## config.mk

```make
export PLATFORM = sky130hd
export DESIGN_NAME = twiddle_cmul
export DESIGN_NICKNAME = d
export VERILOG_FILES = /design/src/rtl/twiddle_cmul.sv
export SDC_FILE = /design/constraint.sdc
export NUM_CORES = 2
export LEC_CHECK = 0
export CAP_MARGIN = 40
export CORE_MARGIN = 2
export CORE_UTILIZATION = 60
export DETAILED_ROUTE_END_ITERATION = 6
export PLACE_DENSITY = 0.81
export SETUP_SLACK_MARGIN = 0.15
export SLEW_MARGIN = 20
export SYNTH_ARGS = -nofsm -noshare
export SYNTH_HDL_FRONTEND = slang
export SYNTH_SLANG_ARGS = --single-unit
export TNS_END_PERCENT = 5
```

## constraint.sdc

```tcl
create_clock -name clk -period 15.9 [get_ports clk]
set_clock_uncertainty 0.05 [all_clocks]
set_input_delay 2.385 -clock clk [delete_from_list [all_inputs] [get_ports clk]]
set_output_delay 2.385 -clock clk [all_outputs]
set_load 0.05 [all_outputs]
```

## src/rtl/twiddle_cmul.sv

```systemverilog
// -----------------------------------------------------------------------------
// twiddle_cmul
//
// Multiplies one sign-magnitude complex sample by the FFT twiddle factor
//   W^k = cos(2*pi*k/N_PTS) - j*sin(2*pi*k/N_PTS)
// giving out_re = re*c + im*s and out_im = im*c - re*s. Data use DATA_W-bit
// sign-magnitude with 11 fraction bits. Twiddles are 12-bit sign-magnitude.
//
// Pipeline (3 stages, one result per cycle, single global advance enable):
//   stage 1 : register sample, look up twiddle (c, s)
//   stage 2 : register the four sign-magnitude products
//   stage 3 : add pairs, convert to sign-magnitude, round/saturate, register
//
// Build option: define TWIDDLE_CMUL_ROUND_EN to round half up on magnitude
// (add 2^10 before the >>11). The default build truncates toward zero.
//
// Parameters
//   DATA_W    sample width (1 sign + DATA_W-1 magnitude bits)
//   N_PTS     FFT size: 8, 16 or 32
// Ports
//   clk        clock, rising edge
//   rst        synchronous active-high reset
//   in_re/im   input sample, sign-magnitude
//   in_k       twiddle index, log2(N_PTS)-1 bits
//   in_valid   input handshake valid      in_ready   input handshake ready
//   out_re/im  result, sign-magnitude
//   out_valid  output handshake valid     out_ready  output handshake ready
// -----------------------------------------------------------------------------
`timescale 1ns/1ps

module twiddle_cmul #(
  parameter int DATA_W = 22,
  parameter int N_PTS  = 32
) (
  input  logic                       clk,
  input  logic                       rst,
  input  logic [DATA_W-1:0]          in_re,
  input  logic [DATA_W-1:0]          in_im,
  input  logic [$clog2(N_PTS)-2:0]   in_k,
  input  logic                       in_valid,
  output logic                       in_ready,
  output logic [DATA_W-1:0]          out_re,
  output logic [DATA_W-1:0]          out_im,
  output logic                       out_valid,
  input  logic                       out_ready
);

  localparam int MAG_W   = DATA_W - 1;       // data magnitude bits
  localparam int FRAC    = 11;               // fraction bits of data and twiddle
  localparam int PW      = MAG_W + 12;       // product magnitude (twiddle up to 2^11)
  localparam int SW      = PW + 2;           // two's complement sum (sign + carry)
  localparam int J_SHIFT = $clog2(32 / N_PTS);

  localparam logic [MAG_W-1:0] MAX_MAG = '1;
`ifdef TWIDDLE_CMUL_ROUND_EN
  localparam logic [SW-1:0] ROUND_BIAS = SW'(1) << (FRAC - 1);
`endif

  typedef struct packed {
    logic          sgn;
    logic [PW-1:0] mag;
  } prod_t;

  // ---------------------------------------------------------------------------
  // Helpers
  // ---------------------------------------------------------------------------
  // Quarter-wave magnitude table, 11-bit: index 0 is 1.0 (coded 0x7FF), 8 is 0.
  function automatic logic [10:0] tab_mag(input logic [3:0] m);
    logic [10:0] v;
    case (m)
      4'd0:    v = 11'h7FF;
      4'd1:    v = 11'h7D8;
      4'd2:    v = 11'h764;
      4'd3:    v = 11'h6A7;
      4'd4:    v = 11'h5A8;
      4'd5:    v = 11'h472;
      4'd6:    v = 11'h310;
      4'd7:    v = 11'h18F;
      default: v = 11'h000;
    endcase
    return v;
  endfunction

  // Unsigned magnitude product; 0x7FF stands for exactly 1.0, so that entry is
  // a plain shift instead of a multiply by 2047.
  function automatic prod_t mul_sm(input logic [DATA_W-1:0] d, input logic [11:0] t);
    prod_t p;
    p.sgn = d[DATA_W-1] ^ t[11];
    if (t[10:0] == 11'h7FF) p.mag = PW'({d[MAG_W-1:0], 11'b0});
    else                    p.mag = PW'(d[MAG_W-1:0]) * PW'(t[10:0]);
    return p;
  endfunction

  function automatic logic signed [SW-1:0] to_tc(input prod_t p);
    logic signed [SW-1:0] v;
    v = signed'({2'b00, p.mag});
    return p.sgn ? -v : v;
  endfunction

  // Full-precision sum -> sign-magnitude result with >>11, saturation and +0.
  function automatic logic [DATA_W-1:0] to_sm(input logic signed [SW-1:0] sum);
    logic [SW-1:0]     mag;
    logic [SW-1:0]     shifted;
    logic [DATA_W-1:0] res;
    mag = sum[SW-1] ? $unsigned(-sum) : $unsigned(sum);
`ifdef TWIDDLE_CMUL_ROUND_EN
    mag = mag + ROUND_BIAS;
`endif
    shifted = mag >> FRAC;
    if (shifted > SW'(MAX_MAG)) res = {sum[SW-1], MAX_MAG};
    else if (shifted == '0)     res = '0;  // never emit -0
    else                        res = {sum[SW-1], shifted[MAG_W-1:0]};
    return res;
  endfunction

  // ---------------------------------------------------------------------------
  // Global advance enable: the whole pipe moves or the whole pipe holds.
  // ---------------------------------------------------------------------------
  logic w_en;
  logic r_out_valid;

  assign w_en     = !r_out_valid || out_ready;
  assign in_ready = w_en;

  // ---------------------------------------------------------------------------
  // Stage 1 lookup: j = k * (32/N_PTS) folds every N_PTS onto the 32-point table
  // ---------------------------------------------------------------------------
  logic [3:0]  w_j;
  logic [11:0] w_c;
  logic [11:0] w_s;

  assign w_j = 4'(in_k) << J_SHIFT;

  // NOTE: every always_comb output gets a default first so no path can infer a latch.
  always_comb begin
    w_c = '0;
    w_s = '0;
    if (w_j <= 4'd8) begin
      w_c = {1'b0, tab_mag(w_j)};
      w_s = {1'b0, tab_mag(4'd8 - w_j)};
    end else begin
      // Second quadrant: cosine goes negative, sine mirrors back down.
      w_c = {1'b1, tab_mag(4'(5'd16 - {1'b0, w_j}))};
      w_s = {1'b0, tab_mag(w_j - 4'd8)};
    end
  end

  // ---------------------------------------------------------------------------
  // Stage registers
  // ---------------------------------------------------------------------------
  logic              r1_valid;
  logic [DATA_W-1:0] r1_re;
  logic [DATA_W-1:0] r1_im;
  logic [11:0]       r1_c;
  logic [11:0]       r1_s;

  logic              r2_valid;
  prod_t             r2_rc;   // re*c
  prod_t             r2_is;   // im*s
  prod_t             r2_ic;   // im*c
  prod_t             r2_rs;   // re*s

  logic [DATA_W-1:0] r_out_re;
  logic [DATA_W-1:0] r_out_im;

  // Stage 3 combinational: add/subtract pairs, then convert.
  logic signed [SW-1:0] w_sum_re;
  logic signed [SW-1:0] w_sum_im;
  logic [DATA_W-1:0]    w_res_re;
  logic [DATA_W-1:0]    w_res_im;

  assign w_sum_re = to_tc(r2_rc) + to_tc(r2_is);
  assign w_sum_im = to_tc(r2_ic) - to_tc(r2_rs);
  assign w_res_re = to_sm(w_sum_re);
  assign w_res_im = to_sm(w_sum_im);

  // Control and output registers: these carry reset.
  // NOTE: sequential state uses non-blocking (<=) so all registers update together at the edge.
  always_ff @(posedge clk) begin
    if (rst) begin
      r1_valid    <= 1'b0;
      r2_valid    <= 1'b0;
      r_out_valid <= 1'b0;
      r_out_re    <= '0;
      r_out_im    <= '0;
    end else if (w_en) begin
      r1_valid    <= in_valid;
      r2_valid    <= r1_valid;
      r_out_valid <= r2_valid;
      r_out_re    <= w_res_re;
      r_out_im    <= w_res_im;
    end
  end

  // NOTE: internal datapath registers are not reset; the valid bits already mark their contents as don't-care.
  always_ff @(posedge clk) begin
    if (w_en) begin
      r1_re <= in_re;
      r1_im <= in_im;
      r1_c  <= w_c;
      r1_s  <= w_s;
      r2_rc <= mul_sm(r1_re, r1_c);
      r2_is <= mul_sm(r1_im, r1_s);
      r2_ic <= mul_sm(r1_im, r1_c);
      r2_rs <= mul_sm(r1_re, r1_s);
    end
  end

  assign out_re    = r_out_re;
  assign out_im    = r_out_im;
  assign out_valid = r_out_valid;

endmodule

```

==> impl_metrics.py <==
metrics = {
    "status": {
        "run_status": "finished clean",
    },
    "drt": {
        "drc": 0,
        "ant_nets": 0,
        "drt_first_iter_violations": 3296,
        "wirelength_um": 120500,
        "viasPerCell": 6.059,
        "vias": 37210,
        "first_pass_iters": 6,
        "wl_per_cell_um": 19.61,
    },
    "clock_tree": {
        "cts_inserted_buffers": 36,
        "cts.root.buffer_cell": "clkbuf_16",
        "clk_pin_slew_worst_paths_ns": 0.06,
        "cts.path.max_buffers": 3,
        "cts_num_sinks": 246,
        "htree_levels": 2,
        "cts-resized-gates": 0,
        "clkLatencyLatePin_ns": 0.59,
        "cts_setup_buffers": 0,
        "cts_tree": "done",
        "postCtsHoldBufs": 0,
    },
    "setup_path": {
        "worstPathArrival_ns": 8.11,
        "required_ns": 16.16,
        "path_cells": "and2_1 > fa_1 > inv_1 > fa_1 > inv_1 > fa_1 > inv_1 > fa_1 > fa_1 > inv_1 > ha_1 > a2111oi_0 > o21ai_0 > a21oi_1 > o21ai_0 > a2111oi_0 > o31ai_1 > a221oi_1 > o21ai_0 > o41ai_1 > xor2_1 > a21oi_1",
        "slowest_delay_ns": 0.76,
        "crit_top_cell": "fa_1",
        "critPathCaptureType": "flop",
        "start_kind": "flop",
        "path_class": "flop to flop",
        "crit_fanout": 24,
        "crit_slowest_cell": "edfxtp_1",
    },
    "placed_design": {
        "portBuffers": 97,
        "dp_hpwl_um": 90080,
        "gp_congestion": 1.004,
        "dpl.cell_count": 6064,
    },
    "synth": {
        "yosys-top-cells-area": "fa_1, edfxtp_1, ha_1",
        "synth_ff_type": "edfxtp_1",
        "async_reset_ff_share_pct": 0,
        "syn_area_per_cell_sq_um": 8.800,
        "ys_seq_area_share_pct": 15.09,
        "synth.ff_latch_count": 246,
        "synth_cell_types": 98,
        "synth_top_area_share_pct": 29.80,
        "synth.most_common_cell": "nand2_1",
        "synth-edff-count": 199,
        "syn-instance-count": 5207,
        "yosysWarningCount": 0,
        "syn-num-nets": 6298,
        "yosys.area.top_type": "fa_1",
        "synthTopCellsByCount": "nand2_1, fa_1, inv_1",
        "syn_area_sq_mm": 0.04582,
    },
    "global_routing": {
        "antenna_found_initial": 9,
        "grt_overflow": 0,
        "grt_pass1_vias": 38030,
        "grt_util_all_layers_pct": 31.22,
        "grt_max_degree": 88,
        "grt_pass1_wl_um": 195400,
    },
    "timing": {
        "period_needed_ns": 7.850,
        "finalSetupTns_ns": 0,
        "slew_viol_final": 0,
        "hold_viol": 0,
        "fmax_mhz": 127.4,
        "grt_setup_unrepaired": "false",
        "slew_headroom_pct": 36.77,
        "fin_crit_sh_pct": 49.37,
        "worstMarginPinSlew_ns": 0.9385,
        "setup_violations": 0,
    },
    "layout": {
        "drive_gt1_share_pct": 4.437,
        "area_delta_synth_final_pct": 6.807,
        "instances_no_fill": 6142,
        "fill_cells": 6082,
        "nNetsFinal": 6226,
    },
    "die": {
        "initial_core_util_pct": 60.43,
        "core-area_sq_mm": 0.07582,
        "ios": 98,
        "die_w_um": 280.4,
        "die_h_um": 280.4,
        "rows": 101,
        "dieArea_sq_mm": 0.07860,
    },
    "hold_path": {
        "hold_class": "flop to flop",
    },
    "flow_run": {
        "cap_violations": 0,
    },
}
## layout make-up
class                           instances  area [sq um]  area share [%]
Multi-Input combinational cell       4008         35290           72.10
Sequential cell                       246          6917           14.13
Inverter                              663          2496           5.100
Timing Repair Buffer                  180          1774           3.625
Tap cell                              978          1224           2.500
Clock buffer                           41         970.9           1.984
Clock inverter                         23         265.3          0.5420
Antenna cell                            3         7.507         0.01534
## metrics by stage
step / hold WS, ns / util, % / cell area [sq um] / setup WS, ns
2_1_floorplan: 0.3821 / - / 45820 / 4.778
3_3_place_gp: 0.3893 / 62.39 / 47300 / 8.484
3_5_place_dp: 0.3957 / 62.73 / 47560 / 8.243
4_1_cts: 0.4015 / 64.36 / 48800 / 8.160
5_1_grt: 0.4264 / 64.54 / 48940 / 7.585
6_report: 0.3979 / 64.55 / 48940 / 8.050
## flip-flops by register name, indices dropped and copies added, names as in the netlist
name,flops
r1_s,11
out_valid,1
r1_im,22
r2_rs,33
r1_re,22
r1_valid,1
r2_valid,1
r2_ic,33
out_im,22
r2_rc,33
r2_is,33
r1_c,12
out_re,22
## critical path, delay by kind of cell, from the launching register on
family | cells | cell delay [ns]
adder cells (fa/ha/maj) | 6 | 2.80
flip-flops | 1 | 0.76
AND/OR/NAND/NOR | 1 | 0.35
XOR/XNOR | 1 | 0.19
AO/OA/AOI/OAI | 10 | 3.23
buffers and inverters | 4 | 0.20
## worst paths after layout
path | start | end | slack [ns] | cells past startpoint
worst max-delay path | r1_re[8] | r2_rs[30] | 8.05 | 22
worst min-delay path | out_re[20] | out_re[20] | 0.40 | 2
worst max register to register | r1_re[8] | r2_rs[30] | 8.05 | 22
worst min register to register | out_re[20] | out_re[20] | 0.40 | 2
## per-layer routing
metal | GRT usage [%] | up-vias | wire, um
met1 | 40.43 | 18470 | 48570
met5 | 0 | - | 55
met2 | 51.79 | 1571 | 56940
met3 | 5.338 | 328 | 9973
li1 | - | 16840 | -
met4 | 13.41 | 8 | 4928
## placed cells by master, fill, tap and decap left out, types with 61 or more instances in the layout
cell type,netlist,final
ha_1,357,357
clkdlybuf4s50_1,0,96
nand2_1,800,800
edfxtp_1,199,199
o31ai_1,61,61
o21ai_0,201,201
a21o_1,80,80
a21oi_1,194,194
inv_1,663,662
nor2_1,248,248
xor2_1,98,98
fa_1,682,682
xnor2_1,200,200
and2_1,377,377
## logic make-up after synthesis
logic type               Yosys count  synth area share [%]
AND/OR/NAND/NOR                 1820                 19.23
multiplexers                      16                0.3632
adder cells (fa/ha/maj)         1039                 39.54
flip-flops                       246                 15.09
XOR/XNOR                         301                 5.802
AO/OA/AOI/OAI                    832                 12.06
buffers and inverters            953                 7.910
Power is not shown: default switching activity piles up to over one toggle a cycle in this logic, so the estimate is an artifact.
